**config.mk**
```make
export PLATFORM = sky130hd
export DESIGN_NAME = mem_access_unit
export DESIGN_NICKNAME = d
export VERILOG_FILES = /design/src/rtl/mem_access_unit.sv
export SDC_FILE = /design/constraint.sdc
export NUM_CORES = 1
export LEC_CHECK = 0
export CAP_MARGIN = 20
export CELL_PAD_IN_SITES_DETAIL_PLACEMENT = 1
export CELL_PAD_IN_SITES_GLOBAL_PLACEMENT = 2
export CORE_UTILIZATION = 24
export CTS_BUF_LIST = sky130_fd_sc_hd__clkbuf_4
export CTS_CLUSTER_DIAMETER = 40
export DETAILED_ROUTE_END_ITERATION = 7
export PLACE_DENSITY_LB_ADDON = 0.05
export SLEW_MARGIN = 30
export SYNTH_ARGS = -nofsm -noshare
export SYNTH_HDL_FRONTEND = slang
export SYNTH_SLANG_ARGS = --single-unit
```
**constraint.sdc**
```tcl
create_clock -name clk -period 4.4 [get_ports clk]
set_input_delay 0.88 -clock clk [delete_from_list [all_inputs] [get_ports clk]]
set_output_delay 0.88 -clock clk [all_outputs]
set_load 0.02 [all_outputs]
```
**src/rtl/mem_access_unit.sv**
```systemverilog
// mem_access_unit: MEM-stage bus transaction, load formatting and write-back pass-through
module mem_access_unit #(
  parameter int TIMEOUT_CYCLES = 255,
  parameter int CNT_W          = 8
) (
  input  logic        clk,
  input  logic        rst,
  input  logic [3:0]  ramOp_i,
  input  logic [31:0] addr_i,
  input  logic [31:0] storeData_i,
  input  logic [4:0]  writeAddr_i,
  input  logic        writeEnable_i,
  input  logic [1:0]  writeHILO_i,
  input  logic [31:0] HI_data_i,
  input  logic [31:0] LO_data_i,
  input  logic [5:0]  stall,
  output logic        stall_req_o,
  output logic        bus_req_o,
  output logic        bus_we_o,
  output logic [31:0] bus_addr_o,
  output logic [3:0]  bus_be_o,
  output logic [31:0] bus_wdata_o,
  input  logic [31:0] bus_rdata_i,
  input  logic        bus_ack_i,
  output logic [4:0]  writeAddr_o,
  output logic        writeEnable_o,
  output logic [31:0] writeData_o,
  output logic [1:0]  writeHILO_o,
  output logic [31:0] HI_data_o,
  output logic [31:0] LO_data_o,
  output logic        exc_misalign_o,
  output logic        bus_err_o
);
  typedef enum logic [1:0] {IDLE, BUSY, DONE} state_t;
  state_t            r_state;
  logic [CNT_W-1:0]  r_cnt;
  logic [31:0]       r_rdata;
  logic              r_err;
  logic w_lb, w_lbu, w_lh, w_lhu, w_lw, w_sb, w_sh, w_sw;
  logic w_load, w_store, w_byte, w_half, w_word, w_misalign, w_start, w_unused;
  logic [3:0]  w_be;
  logic [31:0] w_wdata, w_ldata;
  logic [7:0]  w_b;
  logic [15:0] w_h;
  assign w_lb  = ramOp_i == 4'b0001;
  assign w_lbu = ramOp_i == 4'b0010;
  assign w_lh  = ramOp_i == 4'b0011;
  assign w_lhu = ramOp_i == 4'b0100;
  assign w_lw  = ramOp_i == 4'b0101;
  assign w_sb  = ramOp_i == 4'b0110;
  assign w_sh  = ramOp_i == 4'b0111;
  assign w_sw  = ramOp_i == 4'b1000;
  assign w_load  = w_lb | w_lbu | w_lh | w_lhu | w_lw;
  assign w_store = w_sb | w_sh | w_sw;
  assign w_byte  = w_lb | w_lbu | w_sb;
  assign w_half  = w_lh | w_lhu | w_sh;
  assign w_word  = w_lw | w_sw;
  // Only the MEM/WB stall bit matters here; the rest of the vector belongs to other stages
  assign w_unused = ^{stall[5], stall[3:0]};
  assign w_misalign = (w_half & addr_i[0]) | (w_word & |addr_i[1:0]);
  assign w_start    = r_state == IDLE && (w_load | w_store) && !w_misalign;
  assign w_be    = w_word ? 4'b1111 : w_half ? (addr_i[1] ? 4'b1100 : 4'b0011) : 4'b0001 << addr_i[1:0];
  assign w_wdata = w_byte ? {4{storeData_i[7:0]}} : w_half ? {2{storeData_i[15:0]}} : storeData_i;
  assign w_b = addr_i[1] ? (addr_i[0] ? bus_rdata_i[31:24] : bus_rdata_i[23:16])
                         : (addr_i[0] ? bus_rdata_i[15:8]  : bus_rdata_i[7:0]);
  assign w_h = addr_i[1] ? bus_rdata_i[31:16] : bus_rdata_i[15:0];
  assign w_ldata = w_lb  ? {{24{w_b[7]}}, w_b} :
                   w_lbu ? {24'b0, w_b} :
                   w_lh  ? {{16{w_h[15]}}, w_h} :
                   w_lhu ? {16'b0, w_h} : bus_rdata_i;
  assign exc_misalign_o = w_misalign;
  assign stall_req_o    = w_start || r_state == BUSY;
  assign writeData_o    = (r_state == DONE && w_load) ? r_rdata : addr_i;
  assign writeEnable_o  = writeEnable_i && !w_misalign && !stall_req_o && !(r_state == DONE && r_err);
  assign writeAddr_o = writeAddr_i;
  assign writeHILO_o = writeHILO_i;
  assign HI_data_o   = HI_data_i;
  assign LO_data_o   = LO_data_i;
  // Transaction FSM: launch on an aligned memory op, wait for ack or timeout, hold result until MEM/WB takes it
  always_ff @(posedge clk) begin
    if (rst) begin
      r_state     <= IDLE;
      r_cnt       <= '0;
      r_rdata     <= '0;
      r_err       <= 1'b0;
      bus_req_o   <= 1'b0;
      bus_we_o    <= 1'b0;
      bus_addr_o  <= '0;
      bus_be_o    <= '0;
      bus_wdata_o <= '0;
      bus_err_o   <= 1'b0;
    end else begin
      bus_err_o <= 1'b0;
      case (r_state)
        IDLE: if (w_start) begin
          bus_addr_o  <= {addr_i[31:2], 2'b00};
          bus_be_o    <= w_be;
          bus_we_o    <= w_store;
          bus_wdata_o <= w_wdata;
          bus_req_o   <= 1'b1;
          r_cnt       <= '0;
          r_err       <= 1'b0;
          r_state     <= BUSY;
        end
        BUSY: if (bus_ack_i) begin
          r_rdata   <= w_ldata;
          bus_req_o <= 1'b0;
          r_state   <= DONE;
        end else if (r_cnt == CNT_W'(TIMEOUT_CYCLES - 1)) begin
          bus_req_o <= 1'b0;
          bus_err_o <= 1'b1;
          r_err     <= 1'b1;
          r_state   <= DONE;
        end else begin
          r_cnt <= r_cnt + 1'b1;
        end
        DONE: if (!stall[4]) r_state <= IDLE;
        default: r_state <= IDLE;
      endcase
    end
  end
endmodule

```
==> impl_metrics.ini <==
[power_and_ir_drop]
power_frac_clock = 0.208
pwr-share-comb = 0.323
power_leakage_uw = 0.00354
p_sw_uw = 846
pwr-share-seq = 0.470
p_per_area_mw_per_mm2 = 275
intPower_uw = 1600
swShare = 0.346
ir_drop_v = 0.000135

[run_status]
outcome = completed

[detailed_routing]
drc_errors = 0
ant_nets = 0
dr_total_vias = 6156
firstDrtPassIters = 4
wl_per_cell_um = 19.8
routed_via_density = 4.82
drtIter0Drc = 279
wl_mm = 25.3

[setup_path]
crit_path_end_kind = output port
cpMostUsedCell = clkdlybuf4s50_1
required_ps = 3520
worstSetupStartpointType = input port
path_max_fanout = 32
worstPathArrival_ps = 3310
crit_type = input port to output port
cp_slowest_cell = clkdlybuf4s50_1
slowest_delay_ps = 620
crit_chain = clkdlybuf4s50_1 -> nor3_4 -> a2111o_1 -> buf_4 -> mux2_2 -> clkdlybuf4s50_1

[logic_synthesis]
syn_inst = 783
yosysMostFrequentCell = nand2_1
synth_top_area_frac = 0.320
synth_enable_flop_cells = 0
yosysTopAreaCell = dfxtp_1
synth.distinct_cells = 70
ys_ff_latch = 112
async_reset_ff_frac = 0
netlist_top_cells_area = dfxtp_1, mux2i_1, buf_4
ys.flop_type = dfxtp_1
synth_area_per_cell_um2 = 8.95
yosys_warnings = 0
synth_common_cells = nand2_1, dfxtp_1, buf_4
ys_seq_area_frac = 0.320
syn-cell-area_mm2 = 0.00701

[placement]
dp.cells = 1255
gp_congestion = 0.802
post-dp-hpwl_mm = 19.2
io_buffers = 208

[timing]
finalCriticalPeriod_ps = 4190
drv_slew = 0
setup_viol = 0
tightest_slew_ps = 795
period_share = 0.952
relSlewSlack = 0.469
whs_ps = 473
fmax_ghz = 0.239
hold_viol = 0
rsz0062_at_grt = false
tns_ps = 0
skew_ps = 33.4

[global_routing]
first_global_vias = 6474
grt_max_degree = 69
antenna_found_initial = 5
overflow = 0
grt_use_total = 0.167
grt_first_pass_wirelength_mm = 39.0

[clock_tree]
post_cts_resize_count = 0
cts_setup_buffers = 0
htree_levels = 3
cts_hold_buf = 0
clock-root-buffer = clkbuf_4
cts_buffer_depth = 2
tritoncts = built
numClockSinks = 112
numCtsBuffers = 9
clock_latency_ps = 510
path_clk_slew_ps = 180

[die]
rows = 62
initial_utilization = 0.244
core_area_mm2 = 0.0287
die_h_um = 173
pin_count = 358
dieArea_mm2 = 0.0299
dieWidth_um = 173

[final_layout]
fin_cells = 1276
nets = 1065
layout-drive-gt1-share = 0.117
nFillCells = 3332
area_delta_synth_final_pct = 27.2

[worst_hold_path]
worstHoldPathType = flop to flop

[job]
drv_cap = 0
placed cells by master, fill, tap and decap left out, drive strengths merged, types with 10 or more instances in the layout:
cell type | synthesis | routed
mux2 | 32 | 32
and3 | 20 | 20
nand3 | 21 | 21
mux2i | 63 | 63
buf | 110 | 22
o22ai | 10 | 10
dfxtp | 112 | 112
inv | 8 | 11
a21oi | 21 | 21
nor2 | 14 | 14
o211a | 16 | 16
and3b | 10 | 10
o21ai | 48 | 48
a21o | 10 | 10
nand2 | 122 | 122
a211oi | 19 | 19
clkdlybuf4s50 | 0 | 206
nor3b | 12 | 12
clkbuf | 31 | 10
worst paths after layout:
check / slack, ps / depth (start not counted) / startpoint / to
worst min-delay path: 470 / 2 / bus_addr_o[31] / bus_addr_o[31]
worst min register to register: 470 / 2 / bus_addr_o[31] / bus_addr_o[31]
worst max register to register: 2440 / 5 / r_state[1] / r_rdata[5]
worst max-delay path: 210 / 6 / ramOp_i[2] / writeData_o[19]
flip-flops by register name, indices dropped and copies added, names as in the netlist:
name         cells
r_state          2
bus_be_o         4
bus_addr_o      30
bus_req_o        1
r_cnt            8
bus_err_o        1
bus_we_o         1
r_err            1
r_rdata         32
bus_wdata_o     32
metal layers:
metal  track usage  wire length, um
met1         0.213            11600
met2         0.274            11800
met3        0.0400             1280
met4        0.0590              624
met5             0                9
critical path: cells and delay by family:
| kind | cells | cell delay [ps] |
|---|---|---|
| buffers and inverters | 3 | 1580 |
| multiplexers | 1 | 400 |
| AND/OR/NAND/NOR | 1 | 280 |
| AO/OA/AOI/OAI | 1 | 150 |
metrics by stage:
step / setup WS, ps / power, uW / util / area [um2]
after CTS: 214 / 2490 / 0.310 / 8900
after floorplan: 1200 / 1690 / - / 7010
after global placement: 288 / 1960 / 0.306 / 8780
final: 210 / 2450 / 0.310 / 8910
after global routing: 44.2 / 2590 / 0.310 / 8900
after detailed placement: 216 / 1970 / 0.306 / 8780
power groups by stage:
stage / Clock [uW] / Sequential, uW / Combinational (uW)
detailed placement: 0 / 1170 / 798
CTS: 538 / 1150 / 800
floorplan: 0 / 1220 / 471
global placement: 0 / 1170 / 787
finish: 508 / 1150 / 790
global route: 582 / 1160 / 849
cells by family (layout without fill, tap and decap cells):
kind of cell               after synthesis  count (layout)  synth area share
and+or+nand+nor                        233             233             0.175
buffers and inverters                  150             253             0.141
AOI/OAI and AO/OA                      175             175             0.184
adders and majority gates                2               2           0.00357
other                                    1               7          0.000535
xor gates and xnor gates                 7               7           0.00875
DFF                                    112             112             0.320
muxes                                  103             103             0.167
final cells by class:
cell class / instances / area (um2) / area share
Multi-Input combinational cell: 522 / 3800 / 0.426
Sequential cell: 112 / 2240 / 0.252
Timing Repair Buffer: 228 / 2220 / 0.249
Tap cell: 384 / 480 / 0.0539
Clock buffer: 10 / 75.1 / 0.00842
Clock inverter: 6 / 43.8 / 0.00491
Inverter: 9 / 36.3 / 0.00407
Antenna cell: 5 / 12.5 / 0.00140
(Power assumes the default switching activity.)
